### src/rtl/ff_pkg.sv
// Shared definitions for the flop readback/loader pair: FSM states and parity sense.
package ff_pkg;

    typedef enum logic [1:0] {
        IDLE  = 2'd0,
        SHIFT = 2'd1,
        PAR   = 2'd2
    } ff_state_e;

    localparam logic PARITY_EVEN = 1'b1;

    // Parity bit that makes data plus parity carry an even (or odd) count of ones.
    function automatic logic frame_parity(input logic data_xor, input logic even);
        return even ? data_xor : ~data_xor;
    endfunction

endpackage

### src/rtl/ff_shadow_sreg.sv
// Shadow register: parallel snapshot load, then shift right exposing the LSB.
module ff_shadow_sreg #(
    parameter int unsigned WIDTH = 16
) (
    input  logic             clk_i,
    input  logic             rst_ni,
    input  logic             load_i,
    input  logic [WIDTH-1:0] data_i,
    input  logic             shift_i,
    output logic             lsb_o
);

    logic [WIDTH-1:0] shadow_q;

    always_ff @(posedge clk_i or negedge rst_ni) begin
        if (!rst_ni) begin
            shadow_q <= '0;
        end else if (load_i) begin
            shadow_q <= data_i;
        end else if (shift_i) begin
            shadow_q <= {1'b0, shadow_q[WIDTH-1:1]};
        end
    end

    assign lsb_o = shadow_q[0];

endmodule

### src/rtl/ff_readback.sv
// Serial readback engine: snapshots a flop vector and streams it LSB-first plus parity.
module ff_readback
    import ff_pkg::*;
#(
    parameter int unsigned WIDTH = 16,
    parameter int unsigned CW    = $clog2(WIDTH)
) (
    input  logic             clk,
    input  logic             L,
    input  logic             cap,
    input  logic [WIDTH-1:0] din,
    output logic             sout,
    output logic             sout_valid,
    input  logic             sout_ready,
    output logic             sout_last,
    output logic             busy,
    output logic             done,
    output logic             overrun
);

    ff_state_e   state_q, state_d;
    logic [CW-1:0] cnt_q, cnt_d;
    logic        par_q, par_d;
    logic        done_q, done_d;
    logic        ovr_q, ovr_d;
    logic        load, shift, sh_lsb;

    ff_shadow_sreg #(
        .WIDTH(WIDTH)
    ) u_shadow (
        .clk_i  (clk),
        .rst_ni (L),
        .load_i (load),
        .data_i (din),
        .shift_i(shift),
        .lsb_o  (sh_lsb)
    );

    always_ff @(posedge clk or negedge L) begin
        if (!L) begin
            state_q <= IDLE;
            cnt_q   <= '0;
            par_q   <= 1'b0;
            done_q  <= 1'b0;
            ovr_q   <= 1'b0;
        end else begin
            state_q <= state_d;
            cnt_q   <= cnt_d;
            par_q   <= par_d;
            done_q  <= done_d;
            ovr_q   <= ovr_d;
        end
    end

    always_comb begin
        state_d = state_q;
        cnt_d   = cnt_q;
        par_d   = par_q;
        done_d  = 1'b0;
        ovr_d   = ovr_q;
        load    = 1'b0;
        shift   = 1'b0;
        case (state_q)
            IDLE: begin
                if (cap) begin
                    load    = 1'b1;
                    par_d   = frame_parity(^din, PARITY_EVEN);
                    cnt_d   = '0;
                    ovr_d   = 1'b0;
                    state_d = SHIFT;
                end
            end
            SHIFT: begin
                if (cap) ovr_d = 1'b1;
                if (sout_ready) begin
                    shift = 1'b1;
                    // Counter parks at WIDTH-1 on the last data bit rather than wrapping.
                    if (cnt_q == CW'(WIDTH - 1)) begin
                        state_d = PAR;
                    end else begin
                        cnt_d = cnt_q + CW'(1);
                    end
                end
            end
            PAR: begin
                if (cap) ovr_d = 1'b1;
                if (sout_ready) begin
                    state_d = IDLE;
                    done_d  = 1'b1;
                end
            end
            default: state_d = IDLE;
        endcase
    end

    assign sout_valid = (state_q != IDLE);
    assign sout_last  = (state_q == PAR);
    assign sout       = (state_q == SHIFT) ? sh_lsb :
                        (state_q == PAR)   ? par_q  : 1'b0;
    assign busy       = sout_valid;
    assign done       = done_q;
    assign overrun    = ovr_q;

endmodule

### config.mk
export PLATFORM = sky130hd
export DESIGN_NAME = ff_readback
export DESIGN_NICKNAME = d
export VERILOG_FILES = /design/src/rtl/ff_pkg.sv /design/src/rtl/ff_shadow_sreg.sv /design/src/rtl/ff_readback.sv
export SDC_FILE = /design/constraint.sdc
export NUM_CORES = 1
export LEC_CHECK = 0
export BUFFER_PORTS_ARGS = -buffer_cell sky130_fd_sc_hd__clkbuf_2
export CAP_MARGIN = 20
export CORE_ASPECT_RATIO = 0.9
export CORE_MARGIN = 4
export CORE_UTILIZATION = 60
export CTS_BUF_LIST = sky130_fd_sc_hd__clkbuf_2 sky130_fd_sc_hd__clkbuf_4 sky130_fd_sc_hd__clkbuf_8
export DETAILED_ROUTE_END_ITERATION = 10
export PLACE_DENSITY = 0.81
export RECOVER_POWER = 25
export SLEW_MARGIN = 0
export SYNTH_ARGS = -nofsm -noshare
export SYNTH_HDL_FRONTEND = slang
export SYNTH_SLANG_ARGS = --single-unit
### constraint.sdc
create_clock -name clk -period 2.75 [get_ports clk]
set_clock_uncertainty 0.2 [all_clocks]
set_input_delay 0.4125 -clock clk [delete_from_list [all_inputs] [get_ports clk]]
set_output_delay 0.4125 -clock clk [all_outputs]
set_load 0.02 [all_outputs]
==> results.txt, run 1 <==
----------------------------------------------------
[Outcome]
  Run status ... completed

[Logic synthesis]
  Net count after synthesis ... about 170
  Area fraction of the dominant cell type after synthesis ... 0.449
  Average instance area after synthesis ... 9.81 um2
  Count of cell types in the netlist ... 25
  Synth warnings ... 0
  Cell taking the most area after synthesis ... sky130_fd_sc_hd__dfrtp_1
  Synthesized cell area ... between 0.001 and 0.0015 mm2
  Sequential share of the synthesized area ... 0.449
  Post-synthesis sequential element count ... 25
  Cell types with the largest area share after synthesis ... sky130_fd_sc_hd__dfrtp_1, sky130_fd_sc_hd__mux2i_1, sky130_fd_sc_hd__xnor2_1, sky130_fd_sc_hd__o21ai_0, sky130_fd_sc_hd__ha_1
  Cell count after synthesis ... around 140

[Floorplanning]
  Initial Utilization ... 0.632
  Total I/O pin count ... 26
  Area inside the core boundary ... 0.00220 mm2
  Die boundary height ... 53.7 um
  Full die area ... 0.00316 mm2
  Die Width ... 58.8 um
  FP Rows ... 16

[Pwr]
  NetSw ... 566 uW
  Part of the power in registers ... 0.434
  Switching part of the total ... 0.404
  Clock power share ... 0.125
  Worst VDD drop ... 0.000571 V
  Cell area power density ... 900 mW/mm2
  Cell Int Power ... 836 uW
  Combinational fraction of design power ... 0.440
  LEAKAGE ... 0.794 nW
  Total power of the final layout ... between 1 and 1.5 mW

[Drt]
  Detailed Route Iter0 Violations ... 25
  Post-route ant nets ... 0
  Detailed-route DRC error count ... 0
  Via density per instance ... 5.39
  Detailed-router iteration count before antenna repair ... 5
  Vias after detailed routing ... between 1,000 and 1,500
  Final routed wirelength across all metal layers ... 2.65 mm
  Average wire length per cell after detail routing ... 13.7 um

[Worst setup path]
  Cell-by-cell listing of the critical path ... inv_1, ha_1, nand2_1, o21ai_0, clkbuf_2
  CP Data Required Time ... 2.14 ns
  Cell type of the slowest stage on the worst timing path ... sky130_fd_sc_hd__dfrtp_1
  FF-to-FF End ... u_shadow.shadow_q[1]
  Critical path class ... reg -> out
  CP Data Arrival Time ... 1.66 ns
  Reg2Reg Launch Point ... state_q[0]
  R2R setup slack ... a little over 0.6 ns
  Capturing element type of the critical path ... primary output
  Max stage delay on crit path ... around 0.43 ns
  Worst-path fanout max ... 10
  Cell depth of the worst flop-to-flop path ... 5
  Critical path startpoint category ... flop

[Timing]
  Final critical-path required period ... 2.28 ns
  Hold Vio Cnt, Final ... 0
  Slew margin rel. ... 0.103
  Worst Tran Pin Value ... 1.35 ns
  Post-route setup slack ... 0.473 ns
  Number of slew-limit violations in the final report ... 0
  Final setup violation count ... 0
  Highest attainable clock frequency ... 0.439 GHz
  Unrepaired setup endpoints after global routing ... no
  Period utilisation layout ... 0.828
  Worst hold slack ... roughly 0.14 ns
  Sum Neg Setup Slack ... 0 ns

[CTS]
  Level count of the clock H-tree ... 1
  Clock-pin slew of the registers on the worst-case setup and hold paths ... 0.14 ns
  Clock latency at the later pin of the worst-skew pair ... 0.33 ns
  CTS Buffer Depth ... 2
  Number of clock buffers inserted by TritonCTS ... 3
  Post-cts resize count ... 0
  Sink Count ... 25
  Cell at the root of the clock tree ... sky130_fd_sc_hd__clkbuf_4
  Postcts setup bufs ... 0
  Clock tree from TritonCTS ... yes

[Cells and area]
  Share of cells above drive strength 1 ... 0.175
  Layout-stage area growth over the synthesis result ... 11.9%
  Most frequent cells in the layout ... sky130_fd_sc_hd__dfrtp_1, sky130_fd_sc_hd__clkbuf_2, sky130_fd_sc_hd__nand2_1
  Most common cell after layout, fill and taps aside ... sky130_fd_sc_hd__dfrtp_1
  Final layout net count ... 194
  Antenna fix cells ... 0

[Min path]
  Hold Crit Class ... in -> reg
  Worst hold endpoint ... u_shadow.shadow_q[2]
  Worst Min Path Start ... din[2]
  Min-Delay Path Depth ... 3

[GRT]
  Maximum number of pins on one net before global-route repair ... 30
  Initial antenna violation count ... 0
  Final global-route overflow total ... 0
  First-pass GRT wire length ... 4.65 mm
  Total global routing track utilization ... 0.196
  Number of global-route vias before repair ... 1,105

[Placement]
  Hpwl dp ... 1.98 mm
  Buffers added on ports ... 25
  Final weighted congestion of routability-driven global placement ... 0.752
  Post-placement worst setup slack ... a little over 0.6 ns

[Run]
  Number of violations of the max-capacitance limit ... 0

----------------------------------------------------
-- repair_timing --
item / 4_1_cts / 5_1_grt
hold endpoints to repair: 25 / 0
hold buffers: 1 / 0
setup endpoints to repair: 0 / 0
-- Yosys cell counts (all sizes together) --
cell type / instances
inv: 7
and3: 1
o221ai: 1
nand2b: 2
mux2i: 15
buf: 5
and2: 3
clkbuf: 2
xnor2: 13
nand2: 22
ha: 7
o22a: 1
xor2: 2
nor2: 3
a22o: 1
o21ai: 21
nand4b: 1
a32o: 1
a21boi: 1
nand3: 4
nand4: 2
a21oi: 2
dfrtp: 25
-- cell families after synthesis --
family,count (synthesis),synth area share
multiplexers,15,0.108
buffers and inverters,14,0.0476
AO/OA/AOI/OAI,28,0.114
AND/OR/NAND/NOR,38,0.124
adder cells (fa/ha/maj),7,0.0629
flip-flops,25,0.449
XOR/XNOR,15,0.0943
-- cell type report --
class | instances | area [um2]
flip-flops and latches | 25 | 626
multi-input cells | 103 | 701
well taps | 27 | 33.8
fillers | 168 | 644
inverters | 7 | 26.3
repair buffers | 27 | 141
clock buffers | 4 | 30.0
-- flip-flops by register name, indices dropped and copies added (netlist names) --
name,count
overrun,1
cnt_q,4
u_shadow.shadow_q,16
state_q,2
done,1
par_q,1
-- worst max-delay path by stage --
stage	start	endpoint	slack [ns]	cells past startpoint
finish	state_q[1]	sout	0.47	5
global route	state_q[1]	sout	0.36	5
CTS	state_q[1]	sout	0.50	5
detailed placement	state_q[0]	u_shadow.shadow_q[1]	0.62	5
global placement	state_q[0]	u_shadow.shadow_q[0]	0.74	5
floorplan	state_q[1]	sout	0.82	4
-- critical path, delay by kind of cell, from the launching register on --
| family | cells | cell delay [ns] |
|---|---|---|
| DFF | 1 | 0.43 |
| adders and majority gates | 1 | 0.40 |
| buffers and inverters | 2 | 0.35 |
| AOI/OAI and AO/OA | 1 | 0.09 |
| and+or+nand+nor | 1 | 0.08 |
-- stage by stage --
stage	utilization	instance area (um2)	instances
2_1_floorplan	-	1390	142
3_3_place_gp	0.690	1520	188
3_5_place_dp	0.690	1520	188
4_1_cts	0.708	1560	193
5_1_grt	0.707	1560	193
6_report	0.707	1560	193
-- power by group through the flow --
stage,sequential [mW],combinational [mW],clock [mW]
6_report,0.609,0.618,0.176
5_1_grt,0.627,0.704,0.196
4_1_cts,0.608,0.622,0.177
3_5_place_dp,0.617,0.618,0
3_3_place_gp,0.607,0.588,0
2_1_floorplan,0.597,0.495,0
-- metal layers --
| layer | share of wire | routed length (um) | global-route usage | up-vias |
|---|---|---|---|---|
| li1 | - | - | - | 527 |
| met1 | 0.46 | 1220 | 0.247 | 484 |
| met2 | 0.47 | 1260 | 0.349 | 25 |
| met3 | 0.052 | 137 | 0.0288 | 4 |
| met4 | 0.012 | 31 | 0.0566 | 0 |
| met5 | 0 | 0 | 0 | - |
Note: power is estimated with default switching activity, not from simulation.
==> inputs of run 2 (changes only) <==
ABC_AREA = 1   (was default)
CORE_UTILIZATION = 59   (was 60)
PLACE_DENSITY = 0.78   (was 0.81)
clock period = 2.1 ns   (was 2.75 ns; I/O delays follow)
==> run 2 against run 1 <==
Effect of this change:
- sequential power up 29%
- global-route usage rose by 0.60 points
- worst hold slack lost 0.086 ns
- critical path depth unchanged
- combinational power up 81%
- area after synthesis grew 27%
- sequential cell count is the same
- critical path type unchanged
- largest power group unchanged
==> results.txt, run 2 <==
----------------------------------------------------
[Logic synthesis]
  Area fraction of the dominant cell type after synthesis ... 0.354 (was 0.449)
  Post-synthesis sequential element count ... 25 (unchanged)
  Most frequent cell after synthesis ... sky130_fd_sc_hd__nand2_1 (was sky130_fd_sc_hd__dfrtp_1)
  Cell count after synthesis ... 272 (was 142)
  Cell taking the most area after synthesis ... sky130_fd_sc_hd__dfrtp_1 (unchanged)
  Leading post-synthesis cells by instance count ... sky130_fd_sc_hd__nand2_1, sky130_fd_sc_hd__inv_1, sky130_fd_sc_hd__o21ai_1 (was sky130_fd_sc_hd__dfrtp_1, sky130_fd_sc_hd__nand2_1, sky130_fd_sc_hd__o21ai_0)
  Average instance area after synthesis ... 6.49 um2 (was 9.81 um2)
  Count of flip-flops with a built-in enable after synthesis ... 0 (unchanged)
  Count of cell types in the netlist ... 24 (was 25)
  Net count after synthesis ... 299 (was 169)
  Cell types with the largest area share after synthesis ... sky130_fd_sc_hd__dfrtp_1, sky130_fd_sc_hd__nand2_1, sky130_fd_sc_hd__inv_1, sky130_fd_sc_hd__o21ai_1, sky130_fd_sc_hd__o21ai_0 (was sky130_fd_sc_hd__dfrtp_1, sky130_fd_sc_hd__mux2i_1, sky130_fd_sc_hd__xnor2_1, sky130_fd_sc_hd__o21ai_0, sky130_fd_sc_hd__ha_1)
  Sequential share of the synthesized area ... 0.354 (was 0.449)
  Synth warnings ... 0 (unchanged)
  Synthesized cell area ... 0.00177 mm2 (was 0.00139 mm2)
  Share of flip-flops with an asynchronous set or reset after synthesis ... 1.00 (unchanged)
  Most instantiated flip-flop cell in the synthesis netlist ... sky130_fd_sc_hd__dfrtp_1 (unchanged)

[Drt]
  Average wire length per cell after detail routing ... 10.7 um (was 13.7 um)
  Via density per instance ... 4.85 (was 5.39)
  Detailed Route Iter0 Violations ... 92 (was 25)
  Final routed wirelength across all metal layers ... 3.65 mm (was 2.65 mm)
  Detailed-router iteration count before antenna repair ... 5 (unchanged)
  Post-route ant nets ... 0 (unchanged)
  Detailed-route DRC error count ... 0 (unchanged)
  Vias after detailed routing ... 1,654 (was 1,040)

[Cells and area]
  Share of cells above drive strength 1 ... 0.156 (was 0.175)
  Antenna fix cells ... 0 (unchanged)
  Registers with the most flip-flops ... u_shadow.shadow_q: 16 flops, cnt_q: 4 flops, state_q: 2 flops (unchanged)
  Post-route core utilization ... 0.703 (was 0.707)
  Final layout net count ... 329 (was 194)
  Register with the most flip-flops ... u_shadow.shadow_q (unchanged)
  Layout-stage area growth over the synthesis result ... 12.1% (was 11.9%)
  Most common cell after layout, fill and taps aside ... sky130_fd_sc_hd__nand2_1 (was sky130_fd_sc_hd__dfrtp_1)
  Most frequent cells in the layout ... sky130_fd_sc_hd__nand2_1, sky130_fd_sc_hd__inv_1, sky130_fd_sc_hd__o21ai_1 (was sky130_fd_sc_hd__dfrtp_1, sky130_fd_sc_hd__clkbuf_2, sky130_fd_sc_hd__nand2_1)
  Max FFs per register ... 16 (unchanged)
  Count of filler cells inserted in the layout ... 251 (was 168)

[GRT]
  Maximum number of pins on one net before global-route repair ... 26 (was 30)
  Total global routing track utilization ... 0.202 (was 0.196)
  Initial antenna violation count ... 0 (unchanged)
  Number of global-route vias before repair ... 1,491 (was 1,105)
  Final global-route overflow total ... 0 (unchanged)
  First-pass GRT wire length ... 6.27 mm (was 4.65 mm)

[CTS]
  Clock tree from TritonCTS ... yes (unchanged)
  Cell at the root of the clock tree ... sky130_fd_sc_hd__clkbuf_4 (unchanged)
  Number of clock buffers inserted by TritonCTS ... 3 (unchanged)
  Clock-pin slew of the registers on the worst-case setup and hold paths ... 0.14 ns (about the same)
  CTS Buffer Depth ... 2 (unchanged)
  Level count of the clock H-tree ... 1 (unchanged)
  Sink Count ... 25 (unchanged)
  Clock latency at the later pin of the worst-skew pair ... 0.31 ns (was 0.33 ns)

[Floorplanning]
  Initial Utilization ... 0.627 (was 0.632)
  Die boundary height ... 59.9 um (was 53.7 um)
  FP Rows ... 18 (was 16)
  Total I/O pin count ... 26 (unchanged)
  Die Width ... 65.7 um (was 58.8 um)
  Area inside the core boundary ... 0.00282 mm2 (was 0.00220 mm2)
  Full die area ... 0.00393 mm2 (was 0.00316 mm2)

[Worst setup path]
  CP bufs+invs ... 3 (was 2)
  Critical path startpoint category ... flop (unchanged)
  Cell class contributing the biggest share of worst-path delay ... flip-flops (unchanged)
  Critical path class ... reg -> out (unchanged)
  FF-to-FF End ... u_shadow.shadow_q[2] (was u_shadow.shadow_q[1])
  Reg2Reg Launch Point ... state_q[0] (unchanged)
  Max stage delay on crit path ... 0.44 ns (was 0.43 ns)
  CP Data Arrival Time ... 1.47 ns (was 1.66 ns)
  R2R setup slack ... 0.22 ns (was 0.61 ns)
  CP Data Required Time ... 1.58 ns (was 2.14 ns)
  Cell type of the slowest stage on the worst timing path ... sky130_fd_sc_hd__dfrtp_1 (unchanged)
  Cell-by-cell listing of the critical path ... inv_1, ha_1, inv_2, o21ai_0, buf_2 (was inv_1, ha_1, nand2_1, o21ai_0, clkbuf_2)
  Worst-path fanout max ... 4 (was 10)
  Capturing element type of the critical path ... primary output (unchanged)
  Cell depth of the worst flop-to-flop path ... 7 (was 5)

[Min path]
  Worst Min Path Start ... sout_ready (was din[2])
  Worst hold endpoint ... done (was u_shadow.shadow_q[2])
  Hold Crit Class ... in -> reg (unchanged)
  Min-Delay Path Depth ... 3 (unchanged)

[Timing]
  Highest attainable clock frequency ... 0.505 GHz
  Final critical-path required period ... between 1.5 and 2 ns
  Final setup violation count ... 0 (unchanged)
  Number of slew-limit violations in the final report ... 0 (unchanged)
  Worst Tran Pin Value ... 1.30 ns (was 1.35 ns)
  Period utilisation layout ... 0.944
  Sum Neg Setup Slack ... 0 ns (unchanged)
  Post-route setup slack ... 0.118 ns (was 0.473 ns)
  Slew margin rel. ... 0.133 (was 0.103)
  Unrepaired setup endpoints after global routing ... no (unchanged)
  Hold Vio Cnt, Final ... 0 (unchanged)

[Outcome]
  Run status ... completed (unchanged)

[Run]
  Number of violations of the max-capacitance limit ... 0 (unchanged)

[Pwr]
  LEAKAGE ... 1.18 nW (was 0.794 nW)
  Cell area power density ... 1070 mW/mm2 (was 900 mW/mm2)
  Worst VDD drop ... 0.000541 V (was 0.000571 V)

[Placement]
  Final weighted congestion of routability-driven global placement ... 0.770 (was 0.752)
  Post-placement worst setup slack ... 0.251 ns (was 0.618 ns)
  Hpwl dp ... 2.87 mm (was 1.98 mm)
  Buffers added on ports ... 25 (unchanged)

----------------------------------------------------
run 2: timing repair:
item | 4_1_cts | 5_1_grt
buffers inserted | 0 | 2
hold endpoints to repair | 25 | 0
endpoints found under the setup margin | 1 | 1
hold buffers | 1 | 0
resized for setup | 1 | 1
run 2: worst max-delay path by stage:
stage                    start                    to  slack [ns]  depth (start not counted)
global route        state_q[0]  u_shadow.shadow_q[2]        0.01                          7
finish              state_q[1]                  sout        0.12                          5
CTS                 state_q[1]                  sout        0.04                          6
floorplan           state_q[1]                  sout        0.34                          4
detailed placement  state_q[0]  u_shadow.shadow_q[2]        0.25                          7
global placement    state_q[0]  u_shadow.shadow_q[2]        0.31                          7
run 2: layer usage:
layer / track usage / share of wire
met5: 0 / 0
met4: 0.00888 / 0
met3: 0.0414 / 0.042
met2: 0.347 / 0.45
met1: 0.276 / 0.51
run 2: where the power goes:
part	switching [mW]	internal [mW]
Clock	0.139	0.0712
Sequential	0.0888	0.695
Combinational	0.708	0.411
run 2: worst min-delay path, delay by kind of cell:
family | cells | cell delay [ns]
AND/OR/NAND/NOR | 1 | 0.08
buffers and inverters | 2 | 0.15
run 2: cells by family after synthesis:
logic type	Yosys count	share of synthesized area
adders and majority gates	7	0.0496
and+or+nand+nor	126	0.289
buffers and inverters	56	0.126
DFF	25	0.354
AOI/OAI and AO/OA	54	0.161
xor gates and xnor gates	4	0.0198
run 2: per-stage QoR:
step | std cells | hold slack, ns | instance area [um2] | power [mW]
finish | 341 | 0.0587 | 1980 | 2.11
global route | 341 | 0.0597 | 1980 | 2.33
CTS | 339 | 0.0484 | 1970 | 2.09
detailed placement | 334 | 0.148 | 1930 | 1.88
global placement | 334 | 0.147 | 1930 | 1.85
floorplan | 272 | -0.181 | 1770 | 1.61
run 2: final cells by class:
cell class,count,area [um2],area share
clock inverters,1,5.00,0.00253
repair buffers,31,171,0.0866
clock buffers,3,22.5,0.0114
well taps,40,50.0,0.0253
multi-input cells,191,917,0.463
inverters,50,188,0.0948
flip-flops and latches,25,626,0.316
